<file path="src/rtl/rom_game_loader_if.sv">
// Flash-reader request/response and SDRAM write-port signals of the game loader.
interface rom_game_loader_if;
    logic        loading;
    logic        flashmem_ready;
    logic [23:0] flash_address;
    logic [15:0] flash_dout;
    logic        wren;
    logic [24:0] load_address;
    logic [15:0] load_data;

    modport master (
        output loading, flash_address, wren, load_address, load_data,
        input  flashmem_ready, flash_dout
    );

    modport slave (
        input  loading, flash_address, wren, load_address, load_data,
        output flashmem_ready, flash_dout
    );
endinterface

</file>
<file path="src/rtl/rom_game_loader.sv">
// Copies one game image (4-word header + ROM) from SPI flash into SDRAM before core release.
// Optional macro LOADER_BSRAM_CLEAR_EN adds a BSRAM zero-fill phase after the ROM copy.
module rom_game_loader #(
    parameter logic [23:0] FLASH_BASE = 24'h200000,
    parameter int unsigned SLOT_SHIFT = 20
) (
    input  logic                      clk,
    input  logic                      reset,
    input  logic [2:0]                sel,
    output logic                      ready,
    rom_game_loader_if.master         mem,
    output logic [7:0]                rom_type,
    output logic [23:0]               rom_mask,
    output logic [23:0]               ram_mask
);

    localparam int unsigned AW = 24;
    localparam int unsigned DW = 16;

    localparam logic [2:0] ST_START = 3'd0;
    localparam logic [2:0] ST_HDR   = 3'd1;
    localparam logic [2:0] ST_ROM   = 3'd2;
    localparam logic [2:0] ST_DONE  = 3'd3;
`ifdef LOADER_BSRAM_CLEAR_EN
    localparam logic [2:0] ST_CLR   = 3'd4;
    localparam logic [24:0] BSRAM_BASE = 25'h1000000;
`endif

    logic [2:0]    state_q, state_d;
    logic [1:0]    hdr_idx_q, hdr_idx_d;
    logic [AW-1:0] rom_off_q, rom_off_d;
`ifdef LOADER_BSRAM_CLEAR_EN
    logic [AW-1:0] clr_off_q, clr_off_d;
`endif
    logic          ready_q, ready_d;
    logic          loading_q, loading_d;
    logic [AW-1:0] flash_address_q, flash_address_d;
    logic          wren_q, wren_d;
    logic [AW:0]   load_address_q, load_address_d;
    logic [DW-1:0] load_data_q, load_data_d;
    logic [7:0]    rom_type_q, rom_type_d;
    logic [AW-1:0] rom_mask_q, rom_mask_d;
    logic [AW-1:0] ram_mask_q, ram_mask_d;

    always_ff @(posedge clk) begin
        if (reset) begin
            state_q         <= ST_START;
            hdr_idx_q       <= 2'd0;
            rom_off_q       <= '0;
`ifdef LOADER_BSRAM_CLEAR_EN
            clr_off_q       <= '0;
`endif
            ready_q         <= 1'b0;
            loading_q       <= 1'b0;
            flash_address_q <= '0;
            wren_q          <= 1'b0;
            load_address_q  <= '0;
            load_data_q     <= '0;
            rom_type_q      <= '0;
            rom_mask_q      <= '0;
            ram_mask_q      <= '0;
        end else begin
            state_q         <= state_d;
            hdr_idx_q       <= hdr_idx_d;
            rom_off_q       <= rom_off_d;
`ifdef LOADER_BSRAM_CLEAR_EN
            clr_off_q       <= clr_off_d;
`endif
            ready_q         <= ready_d;
            loading_q       <= loading_d;
            flash_address_q <= flash_address_d;
            wren_q          <= wren_d;
            load_address_q  <= load_address_d;
            load_data_q     <= load_data_d;
            rom_type_q      <= rom_type_d;
            rom_mask_q      <= rom_mask_d;
            ram_mask_q      <= ram_mask_d;
        end
    end

    // A request is captured only while loading is high; the following cycle
    // (loading low) launches the next request at the next word address.
    always_comb begin
        state_d         = state_q;
        hdr_idx_d       = hdr_idx_q;
        rom_off_d       = rom_off_q;
`ifdef LOADER_BSRAM_CLEAR_EN
        clr_off_d       = clr_off_q;
`endif
        ready_d         = ready_q;
        loading_d       = loading_q;
        flash_address_d = flash_address_q;
        wren_d          = 1'b0;
        load_address_d  = load_address_q;
        load_data_d     = load_data_q;
        rom_type_d      = rom_type_q;
        rom_mask_d      = rom_mask_q;
        ram_mask_d      = ram_mask_q;

        case (state_q)
            ST_START: begin
                flash_address_d = FLASH_BASE + (AW'(sel) << SLOT_SHIFT);
                loading_d       = 1'b1;
                hdr_idx_d       = 2'd0;
                state_d         = ST_HDR;
            end

            ST_HDR: begin
                if (!loading_q) begin
                    loading_d       = 1'b1;
                    flash_address_d = flash_address_q + AW'(2);
                end else if (mem.flashmem_ready) begin
                    loading_d = 1'b0;
                    hdr_idx_d = hdr_idx_q + 2'd1;
                    case (hdr_idx_q)
                        2'd0: begin
                            if (mem.flash_dout == 16'hFFFF) begin
                                rom_type_d = '0;
                                rom_mask_d = '0;
                                ram_mask_d = '0;
                                state_d    = ST_DONE;
                            end else begin
                                rom_type_d = mem.flash_dout[7:0];
                            end
                        end
                        2'd1: begin
                            rom_mask_d[23:16] = mem.flash_dout[7:0];
                            ram_mask_d[23:16] = mem.flash_dout[15:8];
                        end
                        2'd2: rom_mask_d[15:0] = mem.flash_dout;
                        default: begin
                            ram_mask_d[15:0] = mem.flash_dout;
                            rom_off_d        = '0;
                            state_d          = ST_ROM;
                        end
                    endcase
                end
            end

            ST_ROM: begin
                if (!loading_q) begin
                    loading_d       = 1'b1;
                    flash_address_d = flash_address_q + AW'(2);
                end else if (mem.flashmem_ready) begin
                    loading_d      = 1'b0;
                    wren_d         = 1'b1;
                    load_data_d    = mem.flash_dout;
                    load_address_d = {1'b0, rom_off_q};
                    if (rom_off_q == (rom_mask_q & ~AW'(1))) begin
`ifdef LOADER_BSRAM_CLEAR_EN
                        clr_off_d = '0;
                        state_d   = ST_CLR;
`else
                        state_d   = ST_DONE;
`endif
                    end else begin
                        rom_off_d = rom_off_q + AW'(2);
                    end
                end
            end

`ifdef LOADER_BSRAM_CLEAR_EN
            // Zero-fill BSRAM, one write every other cycle.
            ST_CLR: begin
                if (!wren_q) begin
                    wren_d         = 1'b1;
                    load_data_d    = '0;
                    load_address_d = BSRAM_BASE | {1'b0, clr_off_q};
                    if (clr_off_q == (ram_mask_q & ~AW'(1))) begin
                        state_d = ST_DONE;
                    end else begin
                        clr_off_d = clr_off_q + AW'(2);
                    end
                end
            end
`endif

            ST_DONE: begin
                ready_d   = 1'b1;
                loading_d = 1'b0;
            end

            default: state_d = ST_START;
        endcase
    end

    assign ready             = ready_q;
    assign mem.loading       = loading_q;
    assign mem.flash_address = flash_address_q;
    assign mem.wren          = wren_q;
    assign mem.load_address  = load_address_q;
    assign mem.load_data     = load_data_q;
    assign rom_type          = rom_type_q;
    assign rom_mask          = rom_mask_q;
    assign ram_mask          = ram_mask_q;

endmodule

</file>
<file path="src/flat_wrapper.sv">
// flat-port wrapper written by rule: the top's interface ports become plain ports
module rom_game_loader_flat 
#(
    parameter logic [23:0] FLASH_BASE = 24'h200000,
    parameter int unsigned SLOT_SHIFT = 20
)
  (clk, reset, sel, ready, rom_type, rom_mask, ram_mask, mem_loading, mem_flash_address, mem_wren, mem_load_address, mem_load_data, mem_flashmem_ready, mem_flash_dout);
  rom_game_loader_if mem_i ();
  input  logic clk;
  input  logic reset;
  input  logic [2:0] sel;
  output logic ready;
  output logic [7:0] rom_type;
  output logic [23:0] rom_mask;
  output logic [23:0] ram_mask;
  output wire logic [$bits(mem_i.loading)-1:0] mem_loading;
  output wire logic [$bits(mem_i.flash_address)-1:0] mem_flash_address;
  output wire logic [$bits(mem_i.wren)-1:0] mem_wren;
  output wire logic [$bits(mem_i.load_address)-1:0] mem_load_address;
  output wire logic [$bits(mem_i.load_data)-1:0] mem_load_data;
  input wire logic [$bits(mem_i.flashmem_ready)-1:0] mem_flashmem_ready;
  input wire logic [$bits(mem_i.flash_dout)-1:0] mem_flash_dout;
  assign mem_loading = mem_i.loading;
  assign mem_flash_address = mem_i.flash_address;
  assign mem_wren = mem_i.wren;
  assign mem_load_address = mem_i.load_address;
  assign mem_load_data = mem_i.load_data;
  assign mem_i.flashmem_ready = mem_flashmem_ready;
  assign mem_i.flash_dout = mem_flash_dout;
  rom_game_loader #(.FLASH_BASE(FLASH_BASE), .SLOT_SHIFT(SLOT_SHIFT)) u_core (.clk(clk), .reset(reset), .sel(sel), .ready(ready), .mem(mem_i), .rom_type(rom_type), .rom_mask(rom_mask), .ram_mask(ram_mask));
endmodule
</file>
<file path="config.mk">
export PLATFORM = sky130hd
export DESIGN_NAME = rom_game_loader_flat
export DESIGN_NICKNAME = d
export VERILOG_FILES = /design/src/rtl/rom_game_loader_if.sv /design/src/rtl/rom_game_loader.sv /design/src/flat_wrapper.sv
export SDC_FILE = /design/constraint.sdc
export NUM_CORES = 1
export LEC_CHECK = 0
export ABC_AREA = 1
export CORE_ASPECT_RATIO = 0.9
export CORE_MARGIN = 10
export CORE_UTILIZATION = 53
export CTS_BUF_LIST = sky130_fd_sc_hd__clkbuf_4 sky130_fd_sc_hd__clkbuf_8
export DETAILED_ROUTE_END_ITERATION = 7
export PLACE_DENSITY = 0.8
export SYNTH_ARGS = -nofsm -noshare
export SYNTH_HDL_FRONTEND = slang
export SYNTH_SLANG_ARGS = --single-unit
</file>
<file path="constraint.sdc">
create_clock -name clk -period 2.3 [get_ports clk]
set_input_delay 0.23 -clock clk [delete_from_list [all_inputs] [get_ports clk]]
set_output_delay 0.23 -clock clk [all_outputs]
set_load 0.01 [all_outputs]
</file>
==> out/qor.yml <==
status:
  outcome: "complete, no violations"
clock_tree:
  h-tree-depth: 4
  cts_buffer_depth: 2
  cts_tree: "yes"
  clock-sinks: 148
  clk_pin_slew_worst_paths_ns: 0.08
  tritoncts.num_buffers: 17
  cts_root_buf: "clkbuf_8"
  hold_buffers: 0
  clk_latency_ns: 0.46
pwr:
  p_switching_mw: 2.845
  leakage_nw: 3.545
  combPwrFrac_pct: 32.5
  ir_worst_vdd_v: 0.0005342
  power_frac_seq_pct: 39.5
  swShare_pct: 36.93
  p_int_mw: 4.860
  pwr_density_cell_mw_per_mm2: 816.7
  power.clock.fraction_pct: 28.0
finish:
  instances_no_fill: 1393
  fillers: 1101
  diodes: 0
  nNetsFinal: 1246
  drive_above_1_share_pct: 8.163
  final_cell_area_mm2: 0.009435
  area_delta_synth_final_pct: 30.76
synth:
  synth_edf_count: 0
  synth_top_area_cell: "dfxtp_1"
  synth_seq_cells: 148
  ys_top_cells_by_area: "dfxtp_1 (41%), nand2_1 (16%), a21oi_1 (7.2%)"
  ys_async_sr_fraction_pct: 0
  syn_inst: 1062
  synth_cell_types: 41
  synth.avg_cell_area_um2: 6.794
  synth_common_cells: "nand2_1 (298), dfxtp_1 (148), nor2_1 (112)"
  synth_seq_area_share_pct: 41.06
  ys.warnings.count: 0
  ys.flop_type: "dfxtp_1"
  synth_most_common_cell: "nand2_1"
  synth_top_area_share_pct: 41.06
  syn_area_mm2: 0.007216
floorplanning:
  coreArea_mm2: 0.01336
  top_level_ports: 146
  start_util_pct: 54.00
  die_w_um: 143.0
  die_area_mm2: 0.01869
  rows: 40
  die_h_um: 130.7
timing:
  skew_ns: 0.01192
  worstMarginPinSlew_ns: 0.4901
  slew_viol_final: 0
  fmax_ghz: 0.4583
  min_period_ns: 2.182
  setup_violations: 0
  finalHoldViolCount: 0
  relSlewSlack_pct: 67.08
  period_share_pct: 94.86
  tns_ns: 0
min_path:
  hold_class: "in -> reg"
  worstHoldEndpoint: "u_core.mem.flash_address[5]"
  min_path_cells: 4
  worstHoldStart: "reset"
critical_path:
  arrival_ns: 2.53
  r2r_cells: 11
  crit_type: "reg -> reg"
  endpoint_kind: "flop"
  cp_max_fo: 8
  r2r_start: "u_core.state_q[0]"
  r2r_slack_ns: 0.12
  rr_endpoint: "u_core.mem.flash_address[8]"
  cp.required_ns: 2.65
  critPathLaunchType: "flop"
routing:
  postRouteWirelength_um: 23070
  firstDrtPassIters: 6
  drtAntennaViolNets: 0
  dr_total_vias: 7575
  routedWlPerCell_um: 16.56
  drt_iter0_markers: 774
  drc_errors: 0
  avgViaCountPerCell: 5.438
grt:
  antenna_found_initial: 0
  grt_pass1_wl_um: 36680
  grtUsageTotal_pct: 24.35
  grt_pass1_vias: 6994
  grt_max_degree: 100
  grt_overflow_total: 0
placement:
  placedCellCount: 1359
  postPlaceCellArea_mm2: 0.008974
  place.gp.congestion: 0.9294
  portBuffers: 142
  dpl.hpwl_um: 16210
run:
  drv_cap: 0
==> state kept, by name (all words and copies together), names as in the netlist, 2 cells and up <==
register	cells
u_core.ram_mask	24
u_core.rom_off_q	23
u_core.mem.load_data	16
u_core.rom_mask	24
u_core.mem.load_address	23
u_core.mem.flash_address	23
u_core.hdr_idx_q	2
u_core.state_q	2
u_core.rom_type	8
==> placed cells by master (no fill, tap or decap), types with 3 or more instances in the layout <==
master and instances:
buf_12 5, clkbuf_8 19, conb_1 3, bufinv_16 3
xor2_1 9, ha_1 10, o21ai_0 37, a211oi_1 4
nor2_4 4, or2_2 3, nor2_2 3, nand2_1 298
dfxtp_1 148, buf_4 39, inv_2 4, clkdlybuf4s50_1 141
nand4_1 30, nor3_1 17, nand3_1 78, a21oi_1 104
a22oi_1 16, inv_1 94, nand3b_1 16, clkbuf_4 4
nor2_1 108
==> power by group through the flow <==
stage | logic (mW) | clock network, mW | registers (mW)
final | 2.50 | 2.16 | 3.05
after global routing | 2.80 | 2.28 | 3.08
after CTS | 2.39 | 2.17 | 3.04
after detailed placement | 2.36 | 0 | 3.09
after global placement | 2.31 | 0 | 3.09
after floorplan | 1.58 | 0 | 3.05
==> per-layer routing <==
| layer | vias up | global-route usage (%) | part of all wire, % |
|---|---|---|---|
| met4 | 0 | 5.091 | 0.99 |
| met3 | 24 | 8.911 | 11 |
| met5 | - | 0 | 0 |
| met1 | 3461 | 32.06 | 43 |
| met2 | 343 | 37.53 | 45 |
| li1 | 3747 | - | - |
==> critical path, cell delays in order (launching register included) <==
cell and delay [ns]:
dfxtp_1 0.39, inv_1 0.09, ha_1 0.32, inv_2 0.05, or2_4 0.26, nand2_4 0.13, inv_2 0.06, nor2_1 0.14
nand3_1 0.12, or2_0 0.27, o21ai_1 0.18, a21oi_1 0.05
==> through the flow <==
step | hold WS (ns) | total power, mW | util (%) | worst slack (ns)
finish | 0.3508 | 7.706 | 70.61 | 0.1182
global route | 0.3405 | 8.150 | 70.61 | -0.04154
CTS | 0.3206 | 7.598 | 70.26 | 0.02137
detailed placement | 0.4513 | 5.454 | 67.15 | 0.02969
global placement | 0.4475 | 5.402 | 67.15 | 0.1058
floorplan | 0.3768 | 4.636 | - | 0.2340
==> final cells by class <==
cell class	instances	area, µm²	share of cell area (%)
clock inverters	8	123.9	1.313
well taps	168	210.2	2.228
clock buffers	23	291.5	3.090
repair buffers	186	1809	19.18
multi-input cells	761	3666	38.85
flip-flops and latches	148	2963	31.40
inverters	99	371.6	3.938
==> cells by family after synthesis <==
kind of cell / share of synthesized area, %
AO/OA/AOI/OAI: 12.78
XOR/XNOR: 1.214
adder cells (fa/ha/maj): 1.907
buffers and inverters: 8.601
flip-flops: 41.06
other: 0.05197
AND/OR/NAND/NOR: 34.39
==> how the worst max path moves through the flow <==
stage | startpoint | endpoint | slack, ns | depth (start not counted)
after floorplan | u_core.state_q[0] | u_core.mem.flash_address[8] | 0.23 | 13
after global placement | u_core.state_q[0] | u_core.mem.flash_address[18] | 0.11 | 10
after detailed placement | mem_flash_dout[3] | u_core.rom_mask[2] | 0.03 | 10
after CTS | u_core.state_q[0] | u_core.mem.flash_address[18] | 0.02 | 10
after global routing | u_core.state_q[0] | u_core.mem.flash_address[8] | -0.04 | 11
final | u_core.state_q[0] | u_core.mem.flash_address[8] | 0.12 | 11
==> timing repair <==
action / CTS / global route
gates resized for setup: 0 / 8
endpoints found under the setup margin: 0 / 7
setup buffers: 0 / 3
Note: power is estimated with default switching activity, not from simulation.
